<file path="config.mk">
export PLATFORM = sky130hd
export DESIGN_NAME = teclado_bcd_param
export DESIGN_NICKNAME = d
export VERILOG_FILES = /design/src/rtl/teclado_bcd_param.sv
export SDC_FILE = /design/constraint.sdc
export NUM_CORES = 1
export LEC_CHECK = 0
export CAP_MARGIN = 20
export CORE_ASPECT_RATIO = 1.5
export CORE_MARGIN = 2
export CORE_UTILIZATION = 48
export DETAILED_ROUTE_END_ITERATION = 8
export GPL_TIMING_DRIVEN = 1
export PLACE_DENSITY = 0.75
export SKIP_CTS_REPAIR_TIMING = 1
export SYNTH_ARGS = -nofsm -noshare
export SYNTH_HDL_FRONTEND = slang
export SYNTH_SLANG_ARGS = --single-unit
</file>
<file path="constraint.sdc">
create_clock -name clk -period 2.2 [get_ports clk]
set_clock_uncertainty 0.05 [all_clocks]
set_input_delay 0.55 -clock clk [delete_from_list [all_inputs] [get_ports clk]]
set_output_delay 0.55 -clock clk [all_outputs]
set_load 0.01 [all_outputs]
</file>
<file path="src/rtl/teclado_bcd_param.sv">
// Clocked 4x4 keypad front end: debounces one-hot row/column samples, accepts each press once,
// accumulates BCD digits into an NDIG-digit entry buffer and publishes it on Enter.
module teclado_bcd_param #(
  parameter int NDIG       = 3,
  parameter int DEB_CYCLES = 4,
  parameter int OVF_MODE   = 0
) (
  input  logic                        clk,
  input  logic                        rst_n,
  input  logic [3:0]                  lin,
  input  logic [3:0]                  col,
  input  logic                        bot_press,
  output logic [4*NDIG-1:0]           s,
  output logic                        s_valid,
  output logic [4*NDIG-1:0]           entrada,
  output logic [$clog2(NDIG+1)-1:0]   n_dig,
  output logic                        overflow
);

  localparam int W  = 4 * NDIG;
  localparam int NW = $clog2(NDIG + 1);
  localparam int CW = (DEB_CYCLES < 2) ? 1 : $clog2(DEB_CYCLES + 1);
  localparam logic [NW-1:0] NDIG_C = NW'(NDIG);
  localparam logic [CW-1:0] DEB_C  = CW'(DEB_CYCLES);

  typedef enum logic [1:0] {
    ST_IDLE = 2'd0,
    ST_DEB  = 2'd1,
    ST_HELD = 2'd2,
    ST_REL  = 2'd3
  } state_t;

  typedef enum logic [2:0] {
    K_NONE  = 3'd0,
    K_DIGIT = 3'd1,
    K_ENTER = 3'd2,
    K_CLEAR = 3'd3,
    K_BACK  = 3'd4
  } kind_t;

  function automatic logic onehot4(input logic [3:0] v);
    return (v == 4'b1000) || (v == 4'b0100) || (v == 4'b0010) || (v == 4'b0001);
  endfunction

  state_t          state_r, state_nx_s;
  logic [CW-1:0]   cnt_r, cnt_nx_s, cnt_inc_s;
  logic [7:0]      key_r, key_nx_s, sample_s;
  logic            valid_s, commit_s;
  kind_t           kind_s;
  logic [3:0]      digit_s;
  logic [W-1:0]    s_r, entrada_r, ent_shift_s;
  logic [W+3:0]    ent_wide_s;
  logic [NW-1:0]   n_dig_r;
  logic            s_valid_r, overflow_r;

  assign sample_s    = {lin, col};
  assign valid_s     = bot_press && onehot4(lin) && onehot4(col);
  assign cnt_inc_s   = cnt_r + CW'(1);
  assign ent_wide_s  = {entrada_r, digit_s};
  assign ent_shift_s = ent_wide_s[W-1:0];

  // Key map decode of the live sample (letter column keys other than D decode to K_NONE)
  always_comb begin
    kind_s  = K_NONE;
    digit_s = 4'd0;
    case (sample_s)
      8'h88: begin kind_s = K_DIGIT; digit_s = 4'd1; end
      8'h84: begin kind_s = K_DIGIT; digit_s = 4'd2; end
      8'h82: begin kind_s = K_DIGIT; digit_s = 4'd3; end
      8'h48: begin kind_s = K_DIGIT; digit_s = 4'd4; end
      8'h44: begin kind_s = K_DIGIT; digit_s = 4'd5; end
      8'h42: begin kind_s = K_DIGIT; digit_s = 4'd6; end
      8'h28: begin kind_s = K_DIGIT; digit_s = 4'd7; end
      8'h24: begin kind_s = K_DIGIT; digit_s = 4'd8; end
      8'h22: begin kind_s = K_DIGIT; digit_s = 4'd9; end
      8'h14: begin kind_s = K_DIGIT; digit_s = 4'd0; end
      8'h12: kind_s = K_ENTER;
      8'h18: kind_s = K_CLEAR;
      8'h11: kind_s = K_BACK;
      default: kind_s = K_NONE;
    endcase
  end

  // Debounce FSM next state; commit_s marks the edge where the press is accepted
  always_comb begin
    state_nx_s = state_r;
    cnt_nx_s   = cnt_r;
    key_nx_s   = key_r;
    commit_s   = 1'b0;
    case (state_r)
      ST_IDLE: begin
        if (valid_s) begin
          key_nx_s = sample_s;
          if (DEB_C == CW'(1)) begin
            commit_s   = 1'b1;
            state_nx_s = ST_HELD;
            cnt_nx_s   = CW'(0);
          end else begin
            state_nx_s = ST_DEB;
            cnt_nx_s   = CW'(1);
          end
        end else begin
          state_nx_s = ST_IDLE;
          cnt_nx_s   = CW'(0);
        end
      end
      ST_DEB: begin
        if (valid_s && (sample_s == key_r)) begin
          if (cnt_inc_s == DEB_C) begin
            commit_s   = 1'b1;
            state_nx_s = ST_HELD;
            cnt_nx_s   = CW'(0);
          end else begin
            cnt_nx_s = cnt_inc_s;
          end
        end else begin
          state_nx_s = ST_IDLE;
          cnt_nx_s   = CW'(0);
        end
      end
      ST_HELD: begin
        if (!bot_press) begin
          if (DEB_C == CW'(1)) begin
            state_nx_s = ST_IDLE;
            cnt_nx_s   = CW'(0);
          end else begin
            state_nx_s = ST_REL;
            cnt_nx_s   = CW'(1);
          end
        end else begin
          state_nx_s = ST_HELD;
        end
      end
      ST_REL: begin
        if (bot_press) begin
          state_nx_s = ST_HELD;
          cnt_nx_s   = CW'(0);
        end else if (cnt_inc_s == DEB_C) begin
          state_nx_s = ST_IDLE;
          cnt_nx_s   = CW'(0);
        end else begin
          cnt_nx_s = cnt_inc_s;
        end
      end
      default: begin
        state_nx_s = ST_IDLE;
        cnt_nx_s   = CW'(0);
      end
    endcase
  end

  // Debounce state registers
  always_ff @(posedge clk or negedge rst_n) begin
    if (!rst_n) begin
      state_r <= ST_IDLE;
      cnt_r   <= CW'(0);
      key_r   <= 8'd0;
    end else begin
      state_r <= state_nx_s;
      cnt_r   <= cnt_nx_s;
      key_r   <= key_nx_s;
    end
  end

  // Entry buffer and committed value; pulses default low every cycle
  always_ff @(posedge clk or negedge rst_n) begin
    if (!rst_n) begin
      s_r        <= '0;
      entrada_r  <= '0;
      n_dig_r    <= '0;
      s_valid_r  <= 1'b0;
      overflow_r <= 1'b0;
    end else begin
      s_valid_r  <= 1'b0;
      overflow_r <= 1'b0;
      if (commit_s) begin
        case (kind_s)
          K_DIGIT: begin
            if (n_dig_r != NDIG_C) begin
              entrada_r <= ent_shift_s;
              n_dig_r   <= n_dig_r + NW'(1);
            end else begin
              overflow_r <= 1'b1;
              if (OVF_MODE != 0) begin
                entrada_r <= ent_shift_s;
              end
            end
          end
          K_ENTER: begin
            if (n_dig_r != NW'(0)) begin
              s_r       <= entrada_r;
              s_valid_r <= 1'b1;
              entrada_r <= '0;
              n_dig_r   <= '0;
            end
          end
          K_CLEAR: begin
            entrada_r <= '0;
            n_dig_r   <= '0;
          end
          K_BACK: begin
            if (n_dig_r != NW'(0)) begin
              entrada_r <= entrada_r >> 4;
              n_dig_r   <= n_dig_r - NW'(1);
            end
          end
          default: ;
        endcase
      end
    end
  end

  assign s        = s_r;
  assign s_valid  = s_valid_r;
  assign entrada  = entrada_r;
  assign n_dig    = n_dig_r;
  assign overflow = overflow_r;

endmodule

</file>
==> impl_metrics.json, run 1 <==
{
  "path_class": "in2reg",
  "n_fill_cell": 335,
  "synth_nets": 220,
  "grt_pass1_wl_um": 9140,
  "synth_ff_type": "dfrtp_1",
  "drv_cap": 0,
  "cp_data_required_time_ns": 2.33,
  "slew_headroom_pct": 66.0,
  "syn_to_final_growth_pct": 50.5,
  "dr.pass1.iters": 4,
  "final_cell_mix": "50 x buf_4, 41 x dfrtp_1, 29 x clkdlybuf4s50_1",
  "netlist_instances": 207,
  "arrival_ns": 2.45,
  "antenna_cells": 0,
  "rsz0062_at_grt": "true",
  "yosysWarnings": 0,
  "vias": 2015,
  "avgViaCountPerCell": 5.39,
  "synthArstFlopShare_pct": 100,
  "worstSkewPairLatency_ns": 0.30,
  "finalHoldViolCount": 0,
  "fin_crit_ns": 2.32,
  "boundaryPins": 39,
  "worstMarginPinSlew_ns": 0.510,
  "port_buffers": 38,
  "grt_pass1_vias": 2079,
  "hpwlAfterDp_um": 4200,
  "end_kind": "flip-flop",
  "nets": 318,
  "cts_tree": "yes",
  "fin_tns_setup_ns": -2.09,
  "ant_nets": 0,
  "drc": 0,
  "clock_path_buffers": 2,
  "place_area_um2": 3300,
  "core_um2": 5040,
  "holdWs_ns": 0.165,
  "cts_buffers": 5,
  "synth_area_per_cell_um2": 11.9,
  "cts.root.buffer_cell": "clkbuf_8",
  "start_util_pct": 49.0,
  "powerDensity_nw_per_um2": 489,
  "ys_types": 55,
  "grt_max_degree": 23,
  "die_h_um": 91.9,
  "synth-seq-cells": 41,
  "cts_max_level": 2,
  "fin_crit_sh_pct": 105,
  "clk_pin_slew_ns": 0.08,
  "synth-edff-count": 0,
  "fin_ws_ns": -0.117,
  "hp-class": "in2async",
  "finalWirelength_um": 6080,
  "cp-start-kind": "primary input",
  "grt_overflow": 0,
  "finalMaxSlewViolations": 0,
  "ir_drop_mv": 0.288,
  "drive_gt1_share_pct": 45.8,
  "rows": 32,
  "final_common_cell": "buf_4",
  "dieArea_um2": 5750,
  "fmax_ghz": 0.432,
  "final_cells": 374,
  "seqCellArea_um2": 1030,
  "finalSetupViolCount": 24,
  "dp.cells": 357,
  "status": "complete, but fails checks",
  "clock-sinks": 41,
  "dieWidth_um": 62.6,
  "antenna_found_initial": 0,
  "grt_usage_pct": 20.1,
  "place.gp.congestion": 0.951,
  "leakage_nw": 1.72,
  "drt_iter0_drc": 148,
  "ys_seq_area_share_pct": 41.5,
  "violations": "setup timing",
  "final_cell_area_um2": 3720,
  "synth_area_um2": 2470,
  "cp_max_fo": 6,
  "wire_per_inst_um": 16.3,
  "multi_input_area_um2": 1480
}
## where the power goes
part	internal (mW)	switching [mW]	leakage [nW]	total (mW)
logic	0.187	0.145	1.12	0.332
registers	0.806	0.0419	0.534	0.848
clock network	0.369	0.270	0.0574	0.639
total	1.36	0.457	1.72	1.82
## final timing paths
| check | startpoint | slack (ns) | cells after the start | endpoint |
|---|---|---|---|---|
| hold / removal | rst_n | 0.16 | 1 | entrada[7]$_DFFE_PN0P_ |
| min in group clk | col[3] | 0.44 | 2 | key_r[3]$_DFFE_PN0P_ |
| setup reg to reg | cnt_r[1]$_DFFE_PN0P_ | -0.07 | 9 | entrada[2]$_DFFE_PN0P_ |
| hold reg to reg | s[4]$_DFFE_PN0P_ | 0.46 | 1 | s[4]$_DFFE_PN0P_ |
| max in group asynchronous | rst_n | 1.45 | 2 | entrada[9]$_DFFE_PN0P_ |
| setup / recovery | lin[0] | -0.12 | 10 | s[10]$_DFFE_PN0P_ |
## synth_stat cells, types with 2 or more instances
cell       count  area (um2)
a21oi_1        4        20.0
a22o_1         5        43.8
a32o_1         2        20.0
and2_1         2        12.5
buf_2          3        15.0
buf_4          3        22.5
buf_6          4        45.0
dfrtp_1       41        1030
ha_1           2        25.0
inv_1         10        37.5
mux2_2        12         135
mux2_4        16         240
mux2i_1        4        40.0
nand2_1       12        45.0
nand3_1        4        20.0
nand3b_1       3        22.5
nand4_1        3        18.8
nor2_1         9        33.8
nor2b_1        4        25.0
nor3_1         2        10.0
nor4_1         3        18.8
nor4b_2        2        30.0
nor4b_4        3        71.3
o2111ai_4      2        52.6
o21ai_0        7        35.0
or3_1          2        12.5
xnor2_1       11        96.3
xor2_1         5        43.8
## worst max-delay path, stage by stage
cell,delay (ns)
clkbuf_2,0.14
buf_4,0.18
xnor2_1,0.17
o31ai_4,0.25
o2111ai_4,0.19
buf_6,0.16
nor3_4,0.23
nand2b_4,0.10
clkbuf_16,0.17
mux2_4,0.29
## layer usage
| metal | wire [um] | global-route usage, % | up-vias |
|---|---|---|---|
| li1 | - | - | 948 |
| met3 | 155 | 3.44 | 11 |
| met2 | 3650 | 40.1 | 42 |
| met4 | 109 | 10.0 | 0 |
| met5 | 0 | 0 | - |
| met1 | 2160 | 19.1 | 1014 |
## cell type report
type                       instances  area share [%]
timing repair buffer             102            26.0
clock inverter                     2            1.01
clock buffer                       6            2.22
inverter                          10            1.01
tap                               68            2.29
multi-input combinational        145            39.9
sequential                        41            27.6
## registers in the layout, indices dropped and copies added (netlist names)
signal / count
entrada: 12
overflow: 1
n_dig: 2
s: 12
cnt_r: 3
s_valid: 1
state_r: 2
key_r: 8
## logic make-up (layout without fill, tap and decap cells)
| family | after synthesis | count (layout) | synth area share, % |
|---|---|---|---|
| AND/OR/NAND/NOR | 62 | 62 | 18.3 |
| multiplexers | 32 | 32 | 16.8 |
| XOR/XNOR | 16 | 16 | 5.67 |
| adder cells (fa/ha/maj) | 2 | 2 | 1.01 |
| AO/OA/AOI/OAI | 33 | 33 | 11.7 |
| flip-flops | 41 | 41 | 41.5 |
| buffers and inverters | 21 | 120 | 5.01 |
## per-stage QoR
step / setup WS, ns / utilization [%] / power [mW]
CTS: -0.620 / 67.9 / 1.77
global route: -0.187 / 73.7 / 1.90
floorplan: -0.325 / - / 1.03
finish: -0.117 / 73.7 / 1.82
detailed placement: -0.923 / 65.5 / 1.14
global placement: -0.854 / 65.5 / 1.13
Power figures use the tool's default switching activity.
==> run 2, diff against run 1 <==
GPL_ROUTABILITY_DRIVEN = 0   (was unset)
RECOVER_POWER = 50   (was unset)
==> impl_metrics.json, run 2 (synthesis results as in run 1) <==
{
  "cts.root.buffer_cell": "clkbuf_8",
  "drive_gt1_share_pct": 45.4,
  "rrSetupSlack_ns": -0.07,
  "cp-start-kind": "primary input",
  "slew_headroom_pct": 24.4,
  "worstMarginPinSlew_ns": 1.13,
  "fin_ws_ns": -0.116,
  "met3_usage_pct": 3.44,
  "leakage_nw": 1.71,
  "final_common_cell": "buf_4",
  "cp_max_fo": 6,
  "finalWirelength_um": 6080,
  "cts_tree": "yes",
  "clock_path_buffers": 2,
  "vias": 2016,
  "rows": 32,
  "nets": 318,
  "finalSetupViolCount": 24,
  "end_kind": "flip-flop",
  "core_um2": 5040,
  "port_buffers": 38,
  "antenna_found_initial": 0,
  "critPathTopFamily": "buffers and inverters",
  "use_met1_pct": 19.1,
  "n_fill_cell": 338,
  "rr_endpoint": "entrada[2]$_DFFE_PN0P_",
  "ir_drop_mv": 0.288,
  "status": "complete, but fails checks",
  "fin_crit_sh_pct": 105,
  "grt_usage_pct": 20.1,
  "final_cell_mix": "50 x buf_4, 41 x dfrtp_1, 29 x clkdlybuf4s50_1",
  "fin_crit_ns": 2.32,
  "hp-class": "in2async",
  "path_depth": 10,
  "worstSetupStartpoint": "lin[0]",
  "finalMaxSlewViolations": 0,
  "clock-sinks": 41,
  "finalHoldViolCount": 0,
  "grt_pass1_vias": 2079,
  "final_util_pct": 73.4,
  "ant_nets": 0,
  "r2r-start": "cnt_r[1]$_DFFE_PN0P_",
  "crit_slowest_cell": "mux2_4",
  "grt_max_degree": 23,
  "boundaryPins": 39,
  "avgViaCountPerCell": 5.39,
  "drv_cap": 0,
  "fmax_ghz": 0.432,
  "cts_buffers": 5,
  "pre_cts_slack_ns": -0.923,
  "violations": "setup timing",
  "cp_data_required_time_ns": 2.33,
  "crit_end": "s[10]$_DFFE_PN0P_",
  "wire_per_inst_um": 16.2,
  "die_h_um": 91.9,
  "worstSkewPairLatency_ns": 0.30,
  "dr.pass1.iters": 4,
  "dieWidth_um": 62.6,
  "dieArea_um2": 5750,
  "path_cells": "clkbuf_2, buf_4, xnor2_1, o31ai_4, o2111ai_4, buf_6, nor3_4, nand2b_4, clkbuf_16, mux2_4",
  "holdWs_ns": 0.400,
  "path_class": "in2reg",
  "cts_max_level": 2,
  "drc": 0,
  "top_usage_layer": "met2",
  "grt_pass1_wl_um": 9140,
  "reg2reg_depth": 9,
  "rsz0062_at_grt": "true",
  "arrival_ns": 2.45,
  "worst-path-buf-inv": 4,
  "powerDensity_nw_per_um2": 490,
  "grt_overflow": 0,
  "use_met2_pct": 40.1,
  "hpwlAfterDp_um": 4200,
  "max_stage_delay_ns": 0.29,
  "start_util_pct": 49.0,
  "antenna_cells": 0,
  "syn_to_final_growth_pct": 49.8,
  "drt_iter0_drc": 148,
  "clk_pin_slew_ns": 0.08
}
[run 2: stage by stage]
| stage | cell area [um2] | setup TNS [ns] | total power, mW | std cells |
|---|---|---|---|---|
| 2_1_floorplan | 2490 | -6.22 | 1.03 | 207 |
| 3_3_place_gp | 3300 | -30.29 | 1.13 | 357 |
| 3_5_place_dp | 3300 | -31.66 | 1.14 | 357 |
| 4_1_cts | 3420 | -19.20 | 1.77 | 365 |
| 5_1_grt | 3700 | -3.77 | 1.89 | 374 |
| 6_report | 3700 | -2.09 | 1.82 | 374 |
[run 2: area by class of cell]
| type | instances | area, um2 | area share, % |
|---|---|---|---|
| Sequential cell | 41 | 1030 | 27.7 |
| Clock buffer | 6 | 82.6 | 2.23 |
| Clock inverter | 2 | 37.5 | 1.01 |
| Multi-Input combinational cell | 145 | 1480 | 40.0 |
| Tap cell | 68 | 85.1 | 2.30 |
| Timing Repair Buffer | 102 | 951 | 25.7 |
| Inverter | 10 | 37.5 | 1.01 |
[run 2: report_power, final]
group	internal [mW]	switching [mW]	total (mW)	leakage, nW
combinational	0.183	0.145	0.328	1.12
clock	0.369	0.270	0.639	0.0574
sequential	0.806	0.0419	0.848	0.534
total	1.36	0.457	1.82	1.71
[run 2: routing by layer]
metal | wire length (um) | vias to the layer above
li1 | - | 949
met1 | 2160 | 1014
met2 | 3650 | 42
met3 | 154 | 11
met4 | 109 | 0
met5 | 0 | -
[run 2: worst min path at each step]
stage                                       from                     end  slack [ns]
after floorplan                            rst_n    cnt_r[0]$_DFFE_PN0P_        0.20
final                                      rst_n  entrada[7]$_DFFE_PN0P_        0.40
after global routing                      col[3]    key_r[3]$_DFFE_PN0P_        0.44
after global placement    state_r[1]$_DFFE_PN0P_  state_r[1]$_DFFE_PN0P_        0.44
after CTS                                  rst_n       s[10]$_DFFE_PN0P_        0.17
after detailed placement        s[4]$_DFFE_PN0P_        s[4]$_DFFE_PN0P_        0.44
